### src/rtl/keypad_scanner.sv
// Matrix keypad scanner: column drive, per-key debounce, press/release event buffer.
// Define KEYPAD_EVT_FIFO_EN for a 4-entry event FIFO; otherwise a single holding register.

module keypad_deb_cell #(
  parameter int DEB_CNT = 4
) (
  input  logic clk,
  input  logic rst_n,
  input  logic en,
  input  logic smp,
  output logic key_q,
  output logic flip
);
  logic [3:0] cnt;

  assign flip = en && (smp != key_q) && (cnt == 4'(DEB_CNT - 1));

  always_ff @(posedge clk or negedge rst_n) begin
    if (!rst_n) begin
      cnt   <= '0;
      key_q <= 1'b0;
    end else if (en) begin
      if (smp == key_q) begin
        cnt <= '0;
      end else if (flip) begin
        key_q <= ~key_q;
        cnt   <= '0;
      end else begin
        cnt <= cnt + 4'd1;
      end
    end
  end
endmodule

module keypad_scanner #(
  parameter int ROWS     = 4,
  parameter int COLS     = 4,
  parameter int SCAN_DIV = 1000,
  parameter int DEB_CNT  = 4
) (
  input  logic                           clk,
  input  logic                           rst_n,
  input  logic [ROWS-1:0]                kb_row,
  output logic [COLS-1:0]                kb_col,
  output logic [ROWS*COLS-1:0]           key,
  output logic                           evt_valid,
  input  logic                           evt_ready,
  output logic [$clog2(ROWS*COLS)-1:0]   evt_code,
  output logic                           evt_press,
  output logic                           evt_ovf,
  input  logic                           ovf_clr
);
  localparam int NK         = ROWS * COLS;
  localparam int KW         = $clog2(NK);
  localparam int RW         = $clog2(ROWS);
  localparam int CW         = $clog2(COLS);
  localparam int DW         = $clog2(SCAN_DIV);
  localparam int DWELL_CYC  = SCAN_DIV - ROWS - 2;
  localparam int DWELL_LAST = (DWELL_CYC > 0) ? DWELL_CYC - 1 : 0;

  typedef enum logic [1:0] {S_DWELL, S_SAMPLE, S_UPDATE, S_NEXT} state_t;
  typedef struct packed {
    logic [KW-1:0] code;
    logic          press;
  } evt_t;

  state_t          state, state_nxt;
  logic [DW-1:0]   dwell_cnt;
  logic [RW-1:0]   row_idx;
  logic [CW-1:0]   col;
  logic [ROWS-1:0] row_smp;
  logic            sample_en, upd_en, next_en;
  logic [KW-1:0]   k_idx;
  logic [NK-1:0]   flip;
  logic            push, pop, full, accept, drop;
  evt_t            push_evt;

  always_ff @(posedge clk or negedge rst_n) begin
    if (!rst_n) state <= S_DWELL;
    else        state <= state_nxt;
  end

  always_comb begin
    state_nxt = state;
    case (state)
      S_DWELL:  if (dwell_cnt >= DW'(DWELL_LAST)) state_nxt = S_SAMPLE;
      S_SAMPLE: state_nxt = S_UPDATE;
      S_UPDATE: if (row_idx == RW'(ROWS - 1)) state_nxt = S_NEXT;
      S_NEXT:   state_nxt = (DWELL_CYC == 0) ? S_SAMPLE : S_DWELL;
      default:  state_nxt = S_DWELL;
    endcase
  end

  always_comb begin
    sample_en = (state == S_SAMPLE);
    upd_en    = (state == S_UPDATE);
    next_en   = (state == S_NEXT);
    kb_col    = ~(COLS'(1) << col);
  end

  always_ff @(posedge clk or negedge rst_n) begin
    if (!rst_n) begin
      dwell_cnt <= '0;
      row_idx   <= '0;
      col       <= '0;
      row_smp   <= '1;
    end else begin
      dwell_cnt <= (state == S_DWELL) ? dwell_cnt + DW'(1) : '0;
      if (upd_en && row_idx != RW'(ROWS - 1)) row_idx <= row_idx + RW'(1);
      else                                    row_idx <= '0;
      if (next_en) col <= (col == CW'(COLS - 1)) ? '0 : col + CW'(1);
      if (sample_en) row_smp <= kb_row;
    end
  end

  assign k_idx = KW'(int'(row_idx) * COLS + int'(col));

  // Only the key under the current (row, column) is enabled, so at most one flips per clock.
  for (genvar k = 0; k < NK; k++) begin : g_key
    keypad_deb_cell #(.DEB_CNT(DEB_CNT)) u_cell (
      .clk   (clk),
      .rst_n (rst_n),
      .en    (upd_en && (k_idx == KW'(k))),
      .smp   (~row_smp[k / COLS]),
      .key_q (key[k]),
      .flip  (flip[k])
    );
  end

  assign push           = |flip;
  assign push_evt.code  = k_idx;
  assign push_evt.press = ~row_smp[row_idx];
  assign pop            = evt_valid && evt_ready;
  assign accept         = push && (!full || pop);
  assign drop           = push && full && !pop;

`ifdef KEYPAD_EVT_FIFO_EN
  evt_t       fifo [4];
  logic [1:0] wr_ptr, rd_ptr;
  logic [2:0] count;

  assign full      = (count == 3'd4);
  assign evt_valid = (count != 3'd0);
  assign evt_code  = fifo[rd_ptr].code;
  assign evt_press = fifo[rd_ptr].press;

  always_ff @(posedge clk) begin
    if (accept) fifo[wr_ptr] <= push_evt;
  end

  always_ff @(posedge clk or negedge rst_n) begin
    if (!rst_n) begin
      wr_ptr <= '0;
      rd_ptr <= '0;
      count  <= '0;
    end else begin
      if (accept) wr_ptr <= wr_ptr + 2'd1;
      if (pop)    rd_ptr <= rd_ptr + 2'd1;
      count <= count + 3'(accept) - 3'(pop);
    end
  end
`else
  evt_t hold;
  logic hold_vld;

  assign full      = hold_vld;
  assign evt_valid = hold_vld;
  assign evt_code  = hold.code;
  assign evt_press = hold.press;

  always_ff @(posedge clk or negedge rst_n) begin
    if (!rst_n) begin
      hold     <= '0;
      hold_vld <= 1'b0;
    end else if (accept) begin
      hold     <= push_evt;
      hold_vld <= 1'b1;
    end else if (pop) begin
      hold_vld <= 1'b0;
    end
  end
`endif

  // A drop in the same clock as ovf_clr leaves the flag set.
  always_ff @(posedge clk or negedge rst_n) begin
    if (!rst_n)       evt_ovf <= 1'b0;
    else if (drop)    evt_ovf <= 1'b1;
    else if (ovf_clr) evt_ovf <= 1'b0;
  end
endmodule

### config.mk
export PLATFORM = sky130hd
export DESIGN_NAME = keypad_scanner
export DESIGN_NICKNAME = d
export VERILOG_FILES = /design/src/rtl/keypad_scanner.sv
export SDC_FILE = /design/constraint.sdc
export NUM_CORES = 1
export LEC_CHECK = 0
export ABC_AREA = 1
export CAP_MARGIN = 10
export CELL_PAD_IN_SITES_DETAIL_PLACEMENT = 2
export CELL_PAD_IN_SITES_GLOBAL_PLACEMENT = 2
export CORE_ASPECT_RATIO = 1.1
export CORE_MARGIN = 5
export CORE_UTILIZATION = 39
export CTS_CLUSTER_DIAMETER = 60
export CTS_CLUSTER_SIZE = 24
export DETAILED_ROUTE_END_ITERATION = 8
export GPL_TIMING_DRIVEN = 0
export PLACE_DENSITY = 0.85
export SYNTH_ARGS = -nofsm -noshare
export SYNTH_HDL_FRONTEND = slang
export SYNTH_SLANG_ARGS = --single-unit
### constraint.sdc
create_clock -name clk -period 5 [get_ports clk]
set_input_delay 1 -clock clk [delete_from_list [all_inputs] [get_ports clk]]
set_output_delay 1 -clock clk [all_outputs]
set_load 0.1 [all_outputs]
Yosys cells after proc, flatten, opt, wreduce, memory -nomap -nowiden:

Index checks and enable logic that the tools add are counted.

* output and inout port bits: 27
* input port bits: 8
* logic and storage cells: 295
* register bits: 107

* eq/ne operators: 71
* bitwise logic cells: 38
* shift operators: 1
* $lt $le $gt $ge: 2
* reduce and logical (&&, ||, !) cells: 78
* mux-type cells: 44
* add/subtract/negate cells: 20

Operators with widths (number)
* 4-bit two-way mux: 32
* 4-bit by 2-bit == test with 1-bit output, second input constant: 18
* 4-bit by 1-bit adder with 4-bit output, second input constant: 16
* 1-bit logical AND: 53
* 3-bit AND reduction: 16
* 1-bit NOT: 37
* 4-bit == test, second input constant: 8
* 1-bit == test: 16
* 4-bit by 3-bit == test with 1-bit output, second input constant: 4
* 1-bit inequality test: 16
* 16-bit OR reduction: 1
* 10-bit by 1-bit adder with 10-bit output, second input constant: 1
* 10-bit greater-or-equal comparator, second input constant: 1
* 10-bit two-way mux: 1
* 2-bit == test, second input constant: 4
* 2-bit two-way mux: 4
* 2-bit one-hot mux with 4 select lines: 1
* 1-bit two-way mux: 5
* 2-bit by 1-bit adder with 2-bit output, second input constant: 2
* 4-bit by 2-bit adder with 4-bit output: 1
* 4-bit by 1-bit == test with 1-bit output, second input constant: 1
* 4-bit logical NOT: 1
* 2-bit inequality test, second input constant: 2
* 4-bit NOT: 1
* 10 further kinds: 12

Longest topological paths before layout:

Gate-level depths: netlist of run 1.

* word-level depth: 9
* gate-level depth with buffers: 13
* depth with buffers taken out: 12

Modules after synthesis:

Synthesis of run 1 repeated with hierarchy kept, for this count alone.

* cells, all modules: 875
* area, all modules: 6238.5 um^2

By module, submodules not included
* keypad_deb_cell: times used 16, cells each 42, seq. area each 125.1 um^2, area each 292.8 um^2
* keypad_scanner: times used 1, cells each 203, seq. area each 680.7 um^2, area each 1554.0 um^2

Worst setup path before layout of run 1:

Ideal clock, no wire load.

* path type: register to output
* start point: register col[0]
* end point: output kb_col[0]
* buffers on the path: 1
* stages on the path, launching flop included: 5
* required time: 4.000 ns
* arrival time: 1.807 ns
* setup slack: 2.193 ns
* path through: dfrtp_1 > inv_1 > ha_1 > inv_1 > clkbuf_1

* word-level cells in the longest chain between the ends: 2

Ends and longest elaborated chain
* from (decl): line 70 `logic [CW-1:0] col;`
* from (signal assigned): line 111 `if (next_en) col <= (col == CW'(COLS - 1)) ? '0 : col + CW'(1);`
* 1-bit by 2-bit << shifter with 4-bit output: line 98 `kb_col = ~(COLS'(1) << col);`
* 4-bit NOT: line 98
* to (decl): line 44 `output logic [COLS-1:0] kb_col,`

No other way between the ends.

Worst setup path in the final report of run 1:

Ends and elaborated chain as after synthesis.

==> results.yml, run 1 <==
setup_path:
  worstPathArrival_ns: 3.36
  cp_cell_sequence: "inv_1 -> ha_1 -> inv_1 -> clkbuf_1 -> clkdlybuf4s50_1"
  rr_startpoint: "col[0]$_DFFE_PN0N_"
  reg2reg_slack_ns: 2.63
  startpoint_type: "register"
  timing.setup.critical_path_class: "reg2out"
  critical_path.max_stage_delay_ns: 1.27
  crit-reg2reg-capture: "evt_code[0]$_DFFE_PN0P_"
  crit_family: "buffers and inverters"
  cp_common_cell: "sky130_fd_sc_hd__inv_1"
  depth_of_the_critical_timing_path_with_buffers_and_inverters_included: 5
  timing.critical_path.buf_inv: 4
  cp-end-kind: "primary output"
  worst_path_max_delay_cell: "sky130_fd_sc_hd__clkdlybuf4s50_1"
  crit_required_ns: 4.00
  worst-r2r-cell-count: 11
  crit_fanout: 10
grt:
  antenna_found_initial: 0
  grt_pass1_wl_um: 28400
  global_route.usage.total_pct: 20.8
  globalRouteMet3Util_pct: 2.59
  gr-total-overflow: 0
  grt.met2_usage_pct: 40.3
  grt_max_degree: 56
  first_global_vias: 5702
  grt_busiest_layer: "met2"
  globalRouteMet1Util_pct: 23.6
clocking:
  cts.repair_timing.setup_buffer_count: 0
  hold_buffers: 0
  tritoncts: "built"
  numClockSinks: 107
  h-tree-depth: 3
  postCtsResizedCells: 0
  worst_skew_pair.late_latency_ns: 0.36
  largest_buffer_count_on_any_clock_path: 2
  cts.root.buffer_cell: "sky130_fd_sc_hd__clkbuf_16"
  cts_buf_count: 9
  clk_pin_slew_worst_paths_ns: 0.07
power_and_ir_drop:
  static-leakage-power_nw: 3.17
  worst_voltage_drop_across_the_vdd_grid_mv: 0.148
  power.density_cell_area_nw_per_um2: 254
  report.power.total_mw: 1.68
placement:
  gp_routability_congestion: 0.777
  buffer_ports.inserted: 34
  post-dp-hpwl_um: 12200
  dp_worst_setup_slack_ns: 1.05
logic_synthesis:
  synth-warning-count: 0
  mappedNetlistNets: 731
  avgSynthCellArea_sq_um: 8.18
  netlist.area_leader.share_pct: 45.5
  synth_largest_area_cell: "sky130_fd_sc_hd__dfrtp_1"
  mappedNetlistArea_sq_um: 5660
  synthDistinctLibCells: 24
  postSynthRegisterBits: 107
  synth.yosys.seq_area_share_pct: 47.4
  synthesis.instances: 692
  largest_cells_by_area_after_synthesis: "sky130_fd_sc_hd__dfrtp_1, sky130_fd_sc_hd__o21ai_0, sky130_fd_sc_hd__nand2_1"
timing:
  hold_viol_final: 0
  max_frequency_mhz: 230
  layout_setup_ws_ns: 0.644
  final_max_slew_violation_count: 0
  transition_time_at_the_pin_with_the_least_slew_margin_ns: 0.983
  rsz0062_at_grt: "no"
  finClkSkew_ns: 0.00821
  timing.slew.headroom_pct: 34.2
  setup_violations: 0
  timing.final.crit_period_ns: 4.36
  final_min_period_over_clock_period_pct: 87.1
floorplanning:
  dieArea_sq_um: 17000
  number_of_placement_rows: 46
  die_width_um: 125
  coreArea_sq_um: 14300
  floorplan.initialDensity_pct: 39.5
  io_pins: 35
  dieHeight_um: 136
cells_and_area:
  antenna-diode-count: 0
  mostFrequentLayoutCell: "sky130_fd_sc_hd__nand2_1"
  nNetsFinal: 777
  drive_above_1_share_pct: 5.79
  area.growth.synth_to_final_pct: 16.4
  filler_cell_count: 1601
  layout.area.seq_sq_um: 2680
  commonest_non_fill_non_tap_cells_in_the_layout: "sky130_fd_sc_hd__nand2_1, sky130_fd_sc_hd__o21ai_0, sky130_fd_sc_hd__dfrtp_1"
  multi_input_comb_area_sq_um: 2540
flow_run:
  timing.max_cap.violations: 0
route:
  remaining_drc_errors: 0
  route.antenna.remaining_nets: 0
  drt_iter0_drc: 165
  dr_total_vias: 4902
  drt-vias-per-instance: 5.24
  routed_wire_length_per_instance_um: 17.8
  drt-total-wl_um: 16600
  detail_route.first_pass.iterations: 4
min_path:
  hold_path_class: "reg2reg"
  hold_depth: 2
  holdCritStartpoint: "evt_code[3]$_DFFE_PN0P_"
  hold_path_end: "evt_code[3]$_DFFE_PN0P_"
run_status:
  status: "finished, final reports clean"
## synth_stat cells
cell type / n
sky130_fd_sc_hd__nand2_1: 158
sky130_fd_sc_hd__o21ai_0: 122
sky130_fd_sc_hd__dfrtp_1: 103
sky130_fd_sc_hd__inv_1: 77
sky130_fd_sc_hd__nor2_1: 63
sky130_fd_sc_hd__nand3_1: 56
sky130_fd_sc_hd__xor2_1: 34
sky130_fd_sc_hd__ha_1: 31
sky130_fd_sc_hd__buf_4: 16
sky130_fd_sc_hd__a21oi_1: 8
sky130_fd_sc_hd__clkbuf_1: 7
sky130_fd_sc_hd__dfstp_2: 4
sky130_fd_sc_hd__o31ai_1: 2
sky130_fd_sc_hd__a22o_1: 1
sky130_fd_sc_hd__clkbuf_2: 1
sky130_fd_sc_hd__clkinv_1: 1
sky130_fd_sc_hd__nand2_4: 1
sky130_fd_sc_hd__nand3_2: 1
sky130_fd_sc_hd__nand4_1: 1
sky130_fd_sc_hd__nor2_2: 1
sky130_fd_sc_hd__nor2_4: 1
sky130_fd_sc_hd__nor3_1: 1
sky130_fd_sc_hd__o21a_1: 1
sky130_fd_sc_hd__o21ai_2: 1
## flip-flops by register name (all words and copies together), names as in the netlist
register            cells
g_key.u_cell.key_q     16
dwell_cnt              10
evt_press               1
evt_code                4
evt_valid               1
evt_ovf                 1
col                     2
g_key.u_cell.cnt       64
row_idx                 2
row_smp                 4
state                   2
## how the worst max path moves through the flow
stage               slack [ns]               start                endpoint
floorplan                 2.19  col[0]$_DFFE_PN0N_               kb_col[0]
global placement         -1.47               rst_n  dwell_cnt[1]$_DFF_PN0_
detailed placement        1.05  col[0]$_DFFE_PN0N_               kb_col[0]
CTS                       0.64  col[0]$_DFFE_PN0N_               kb_col[0]
global route              0.55  col[0]$_DFFE_PN0N_               kb_col[0]
finish                    0.64  col[0]$_DFFE_PN0N_               kb_col[0]
## per-stage QoR
step	std cells	TNS (ns)	utilization, %	cell area (sq um)	hold slack [ns]
after floorplan	692	0	-	5660	0.462
after global placement	918	-150.48	43.6	6240	0.465
after detailed placement	919	0	43.8	6270	0.489
after CTS	935	0	46.0	6590	0.502
after global routing	935	0	46.0	6590	0.529
final	935	0	46.0	6590	0.494
## power breakdown
part           internal [mW]         switching [mW]
combinational        0.00710                 0.0184
sequential             0.865  0.0000000000000000188
clock                  0.441                  0.344
total                   1.31                  0.363
## kinds of logic (layout without fill, tap and decap cells)
| group | count (synthesis) | after routing | share of synthesized area (%) |
|---|---|---|---|
| buffers and inverters | 102 | 153 | 7.84 |
| adder cells (fa/ha/maj) | 31 | 31 | 6.85 |
| AO/OA/AOI/OAI | 135 | 135 | 12.2 |
| XOR/XNOR | 34 | 34 | 5.26 |
| flip-flops | 107 | 107 | 47.4 |
| AND/OR/NAND/NOR | 283 | 283 | 20.5 |
## worst min-delay path, delay by kind of cell (launching register included)
family	cells	cell delay, ns
simple gates	2	0.12
flops	1	0.35
## cell type report
class	count	area share [%]
repair buffers	35	5.60
inverters	78	4.44
clock inverters	6	1.35
flip-flops and latches	107	40.7
multi-input cells	483	38.5
plain buffers	24	2.30
well taps	192	3.65
clock buffers	10	3.47
## layer usage
| metal | routed length (um) | up-vias |
|---|---|---|
| met2 | 9120 | 43 |
| met3 | 274 | 22 |
| li1 | - | 2317 |
| met1 | 6920 | 2520 |
| met4 | 321 | 0 |
| met5 | 0 | - |
Note: power is estimated with default switching activity, not from simulation.
==> run 2, diff against run 1 <==
--- a/config.mk
+++ b/config.mk
@@ -12,10 +12,10 @@
 export CORE_ASPECT_RATIO = 1.1
 export CORE_MARGIN = 5
-export CORE_UTILIZATION = 39
+export CORE_UTILIZATION = 36
 export CTS_CLUSTER_DIAMETER = 60
 export CTS_CLUSTER_SIZE = 24
 export DETAILED_ROUTE_END_ITERATION = 8
 export GPL_TIMING_DRIVEN = 0
-export PLACE_DENSITY = 0.85
+export PLACE_DENSITY = 0.79
 export SYNTH_ARGS = -nofsm -noshare
 export SYNTH_HDL_FRONTEND = slang
==> constraint.sdc (replaced) <==
create_clock -name clk -period 4.2 [get_ports clk]
set_input_delay 0.84 -clock clk [delete_from_list [all_inputs] [get_ports clk]]
set_output_delay 0.84 -clock clk [all_outputs]
set_load 0.01 [all_outputs]
==> run 2 against run 1 <==
Setup slack better by 0.081 ns. Clock-buffer cell count grew 3. First-iteration DRC count decreased by 7.3%. Total power increased by 20%. Sequential share of layout area fell by 0.13 points. Utilization is 3.5 points lower. Hold slack worse by 0.15 ns. Via count is 1.2% lower. Flip-flop and latch count did not move. Wire length is 2.0% lower. Largest power group unchanged.
==> results.yml, run 2 (synthesis results as in run 1) <==
clocking:
  postCtsResizedCells: 0
  numClockSinks: 107
  worst_skew_pair.late_latency_ns: 0.36
  h-tree-depth: 3
  largest_buffer_count_on_any_clock_path: 2
  cts.repair_timing.setup_buffer_count: 0
  hold_buffers: 0
  tritoncts: "built"
  clk_pin_slew_worst_paths_ns: 0.07
  cts_buf_count: 9
  cts.root.buffer_cell: "sky130_fd_sc_hd__clkbuf_16"
route:
  drt_iter0_drc: 153
  route.antenna.remaining_nets: 0
  detail_route.first_pass.iterations: 4
  dr_total_vias: 4841
  remaining_drc_errors: 0
  drt-vias-per-instance: 5.13
  routed_wire_length_per_instance_um: 17.3
  drt-total-wl_um: 16300
cells_and_area:
  antenna-diode-count: 0
  final_design_area_no_fill_sq_um: 6610
  max_ffs_per_register: 64
  regMostFlops: "g_key.u_cell.cnt"
  nNetsFinal: 777
  mostFrequentLayoutCell: "sky130_fd_sc_hd__nand2_1"
  commonest_non_fill_non_tap_cells_in_the_layout: "sky130_fd_sc_hd__nand2_1, sky130_fd_sc_hd__o21ai_0, sky130_fd_sc_hd__dfrtp_1"
  drive_above_1_share_pct: 5.65
  biggestRegsByFlops: "g_key.u_cell.cnt: 64 flops, g_key.u_cell.key_q: 16 flops, dwell_cnt: 10 flops"
  area.growth.synth_to_final_pct: 16.7
power_and_ir_drop:
  worst_voltage_drop_across_the_vdd_grid_mv: 0.163
  cellInternalPower_mw: 1.60
  p_clk_share_pct: 47.5
  report.power.total_mw: 2.02
  switching_share_pct: 20.9
  power.density_cell_area_nw_per_um2: 305
  static-leakage-power_nw: 3.18
  combinational_group_share_of_total_power_pct: 1.5
  power_frac_seq_pct: 51.0
  net-switching-power_uw: 422
run_status:
  status: "finished, final reports clean"
grt:
  first_global_vias: 5536
  grt_pass1_wl_um: 27500
  global_route.usage.total_pct: 18.9
  antenna_found_initial: 0
  grt_max_degree: 84
  gr-total-overflow: 0
timing:
  hold-worst-slack_ns: 0.340
  final_max_slew_violation_count: 0
  setup_violations: 0
  rsz0062_at_grt: "no"
  fin_setup_tns_ns: 0
  finClkSkew_ns: 0.00658
  final_min_period_over_clock_period_pct: 82.7
  layout_setup_ws_ns: 0.725
  timing.final.crit_period_ns: 3.47
  hold_viol_final: 0
  transition_time_at_the_pin_with_the_least_slew_margin_ns: 0.636
  timing.slew.headroom_pct: 57.6
  max_frequency_mhz: 288
floorplanning:
  dieHeight_um: 142
  coreArea_sq_um: 15600
  number_of_placement_rows: 48
  floorplan.initialDensity_pct: 36.4
  io_pins: 35
  dieArea_sq_um: 18300
  die_width_um: 130
setup_path:
  crit_required_ns: 3.36
  worst-r2r-cell-count: 12
  reg2reg_slack_ns: 1.83
  worstPathArrival_ns: 2.63
  crit_fanout: 10
  cp-end-kind: "primary output"
  startpoint_type: "register"
  crit-reg2reg-capture: "evt_code[3]$_DFFE_PN0P_"
  rr_startpoint: "state[0]$_DFFE_PN0P_"
  timing.setup.critical_path_class: "reg2out"
placement:
  buffer_ports.inserted: 34
  placement_stage_cell_area_sq_um: 6280
  dp_worst_setup_slack_ns: 1.08
  post-dp-hpwl_um: 12100
  gp_routability_congestion: 0.803
flow_run:
  timing.max_cap.violations: 0
min_path:
  hold_path_class: "in2async"
run 2: cell count changes in the layout (fill, tap and decap cells not counted), sizes merged:
| cell | change |
|---|---|
| clkinv | -1 |
| clkbuf | +3 |
| clkinvlp | -2 |
run 2: final cells by class:
type | count | area [sq um]
Buffer | 24 | 151
Clock buffer | 13 | 260
Clock inverter | 3 | 68.8
Fill cell | 1752 | 8940
Inverter | 78 | 293
Multi-Input combinational cell | 483 | 2540
Sequential cell | 107 | 2680
Tap cell | 200 | 250
Timing Repair Buffer | 35 | 369
run 2: power groups by stage:
stage	combinational, mW	sequential (mW)	clock (mW)
detailed placement	0.0324	1.05	0
CTS	0.0324	1.03	0.982
global route	0.0355	1.03	1.03
finish	0.0301	1.03	0.959
global placement	0.0290	1.05	0
floorplan	0.0000168	1.05	0
run 2: worst max-delay path, cell delays in order, from the launching register on:
cell and delay (ns):
sky130_fd_sc_hd__dfrtp_1 0.40, sky130_fd_sc_hd__inv_1 0.12, sky130_fd_sc_hd__ha_1 0.22, sky130_fd_sc_hd__inv_1 0.33, sky130_fd_sc_hd__clkbuf_1 0.55, sky130_fd_sc_hd__clkdlybuf4s50_1 0.66
run 2: routing by layer:
metal	global-route usage [%]	vias up	part of all wire [%]	wire length [um]
met5	0	-	0	0
met4	5.25	0	1.4	223
met2	35.6	31	55	9010
met1	21.6	2485	41	6770
li1	-	2308	-	-
met3	3.28	17	1.9	310
run 2: worst max path at each step:
stage	start	endpoint	slack, ns
after floorplan	col[0]$_DFFE_PN0N_	kb_col[0]	2.26
after global placement	rst_n	dwell_cnt[1]$_DFF_PN0_	-2.25
after detailed placement	col[0]$_DFFE_PN0N_	kb_col[0]	1.08
after CTS	col[0]$_DFFE_PN0N_	kb_col[0]	0.65
after global routing	col[0]$_DFFE_PN0N_	kb_col[0]	0.61
final	col[0]$_DFFE_PN0N_	kb_col[0]	0.73
run 2: metrics by stage:
step | util [%] | instances
2_1_floorplan | - | 692
6_report | 42.5 | 943
4_1_cts | 42.5 | 943
3_5_place_dp | 40.4 | 927
5_1_grt | 42.5 | 943
3_3_place_gp | 40.2 | 926
==> run 3, diff against run 2 <==
- CORE_UTILIZATION: 36 -> 33
- PLACE_DENSITY: 0.79 -> 0.77
- clock period: 4.2 -> 2.92 ns (I/O delays scaled with it)
==> run 3 against run 2 <==
Clock skew increased by 0.0055 ns. Combinational power increased by 48%. Via count decreased by 1.2%. Utilization decreased by 3.5 points. Non-clock buffer count decreased by 4. Highest routed layer unchanged.
==> results.yml, run 3 (synthesis results as in run 1) <==
run_status:
  status: "finished, final reports clean"
route:
  routed_wire_length_per_instance_um: 16.1
  remaining_drc_errors: 0
  detail_route.first_pass.iterations: 4
  drt_iter0_drc: 141
  dr_total_vias: 4783
  drt-vias-per-instance: 4.92
  drt-total-wl_um: 15700
  route.antenna.remaining_nets: 0
setup_path:
  crit_required_ns: 2.34
  crit_fanout: 17
  timing.critical_path.buf_inv: 3
  cp-end-kind: "primary output"
  timing.setup.critical_path_class: "reg2out"
  first_element_of_the_critical_path: "col[0]$_DFFE_PN0N_"
  cp_cell_sequence: "inv_1 -> ha_1 -> inv_1 -> clkdlybuf4s50_1"
  cp_common_cell: "sky130_fd_sc_hd__inv_1"
  reg2reg_slack_ns: 0.46
  startpoint_type: "register"
  worstPathArrival_ns: 2.14
  crit_family: "buffers and inverters"
  rr_startpoint: "col[0]$_DFFE_PN0N_"
  worst-r2r-cell-count: 12
  critical_path.max_stage_delay_ns: 0.65
  worst_path_max_delay_cell: "sky130_fd_sc_hd__clkdlybuf4s50_1"
  crit-reg2reg-capture: "evt_press$_DFFE_PN0P_"
floorplanning:
  dieArea_sq_um: 19900
  number_of_placement_rows: 50
  coreArea_sq_um: 17000
  dieHeight_um: 147
  io_pins: 35
  die_width_um: 135
  floorplan.initialDensity_pct: 33.4
placement:
  dp_worst_setup_slack_ns: 0.0665
  placed_cells: 961
  buffer_ports.inserted: 34
  placement_stage_cell_area_sq_um: 6320
  gp_routability_congestion: 0.788
  post-dp-hpwl_um: 12000
clocking:
  hold_buffers: 0
  worst_skew_pair.late_latency_ns: 0.35
  tritoncts: "built"
  largest_buffer_count_on_any_clock_path: 2
  cts_buf_count: 9
  h-tree-depth: 3
  cts.root.buffer_cell: "sky130_fd_sc_hd__clkbuf_16"
  clk_pin_slew_worst_paths_ns: 0.08
  numClockSinks: 107
  cts.repair_timing.setup_buffer_count: 0
cells_and_area:
  antenna-diode-count: 0
  biggestRegsByFlops: "g_key.u_cell.cnt: 64 flops, g_key.u_cell.key_q: 16 flops, dwell_cnt: 10 flops"
  regMostFlops: "g_key.u_cell.cnt"
  max_ffs_per_register: 64
  layoutNonFillerInstCount: 973
  area.growth.synth_to_final_pct: 16.7
  nNetsFinal: 773
  fin_util_pct: 39.0
  drive_above_1_share_pct: 5.82
  mostFrequentLayoutCell: "sky130_fd_sc_hd__nand2_1"
  commonest_non_fill_non_tap_cells_in_the_layout: "sky130_fd_sc_hd__nand2_1, sky130_fd_sc_hd__o21ai_0, sky130_fd_sc_hd__dfrtp_1"
  filler_cell_count: 1942
  final_design_area_no_fill_sq_um: 6610
grt:
  gr-total-overflow: 0
  global_route.usage.total_pct: 16.6
  grt_pass1_wl_um: 27000
  grt_max_degree: 96
  first_global_vias: 5530
  antenna_found_initial: 0
timing:
  hold_viol_final: 0
  max_frequency_mhz: 367
  rsz0062_at_grt: "no"
  setup_violations: 0
  transition_time_at_the_pin_with_the_least_slew_margin_ns: 0.604
  final_min_period_over_clock_period_pct: 93.3
  timing.final.crit_period_ns: 2.73
  timing.slew.headroom_pct: 59.5
  final_max_slew_violation_count: 0
  finClkSkew_ns: 0.0120
  fin_setup_tns_ns: 0
  hold-worst-slack_ns: 0.0459
  layout_setup_ws_ns: 0.195
power_and_ir_drop:
  static-leakage-power_nw: 3.15
  worst_voltage_drop_across_the_vdd_grid_mv: 0.246
  power.density_cell_area_nw_per_um2: 421
  report.power.total_mw: 2.78
flow_run:
  timing.max_cap.violations: 0
min_path:
  hold_path_class: "in2async"
[run 3: changes by cell type in the layout (fill, tap and decap cells not counted)]
cell / before / now
sky130_fd_sc_hd__clkbuf_1: 9 / 5
sky130_fd_sc_hd__clkinvlp_4: 0 / 3
sky130_fd_sc_hd__bufinv_16: 2 / 1
sky130_fd_sc_hd__clkbuf_8: 2 / 1
sky130_fd_sc_hd__clkinv_2: 0 / 1
sky130_fd_sc_hd__inv_1: 77 / 76
sky130_fd_sc_hd__inv_6: 1 / 0
[run 3: worst max-delay path by stage]
stage	endpoint	slack [ns]	cells after the start
2_1_floorplan	evt_valid$_DFFE_PN0P_	1.21	11
3_3_place_gp	g_key[1].u_cell.cnt[0]$_DFFE_PN0P_	-3.09	1
3_5_place_dp	kb_col[0]	0.07	5
4_1_cts	kb_col[0]	0.03	4
5_1_grt	kb_col[2]	0.05	4
6_report	kb_col[2]	0.19	4
[run 3: layout make-up]
class / count / area (sq um) / area share, %
plain buffers: 20 / 136 / 2.06
clock buffers: 12 / 246 / 3.73
clock inverters: 4 / 50.0 / 0.757
inverters: 78 / 297 / 4.49
multi-input cells: 483 / 2540 / 38.4
flip-flops and latches: 107 / 2680 / 40.6
well taps: 234 / 293 / 4.43
repair buffers: 35 / 369 / 5.58
[run 3: routing by layer]
| metal | GRT usage [%] | share of wire [%] |
|---|---|---|
| met1 | 19.4 | 44 |
| met2 | 31.2 | 53 |
| met3 | 2.14 | 1.5 |
| met4 | 5.40 | 1.8 |
| met5 | 0 | 0 |
[run 3: timing repair]
item,4_1_cts,5_1_grt
resized for setup,0,1
endpoints found under the setup margin,4,1
endpoints found under the hold margin,0,0
[run 3: worst register-to-register path: cells and delay by family, from the launching register on]
kind          cells  cell delay (ns)
simple gates      8             1.15
flops             1             0.42
fa+ha+maj         1             0.24
buf+inv           3             0.58
[run 3: power by group]
| group | switching [mW] | internal, mW | total (mW) | leakage, nW |
|---|---|---|---|---|
| Combinational | 0.0325 | 0.0122 | 0.0446 | 1.54 |
| Sequential | 0.0000000000000000325 | 1.48 | 1.48 | 1.47 |
| Clock | 0.565 | 0.689 | 1.25 | 0.139 |
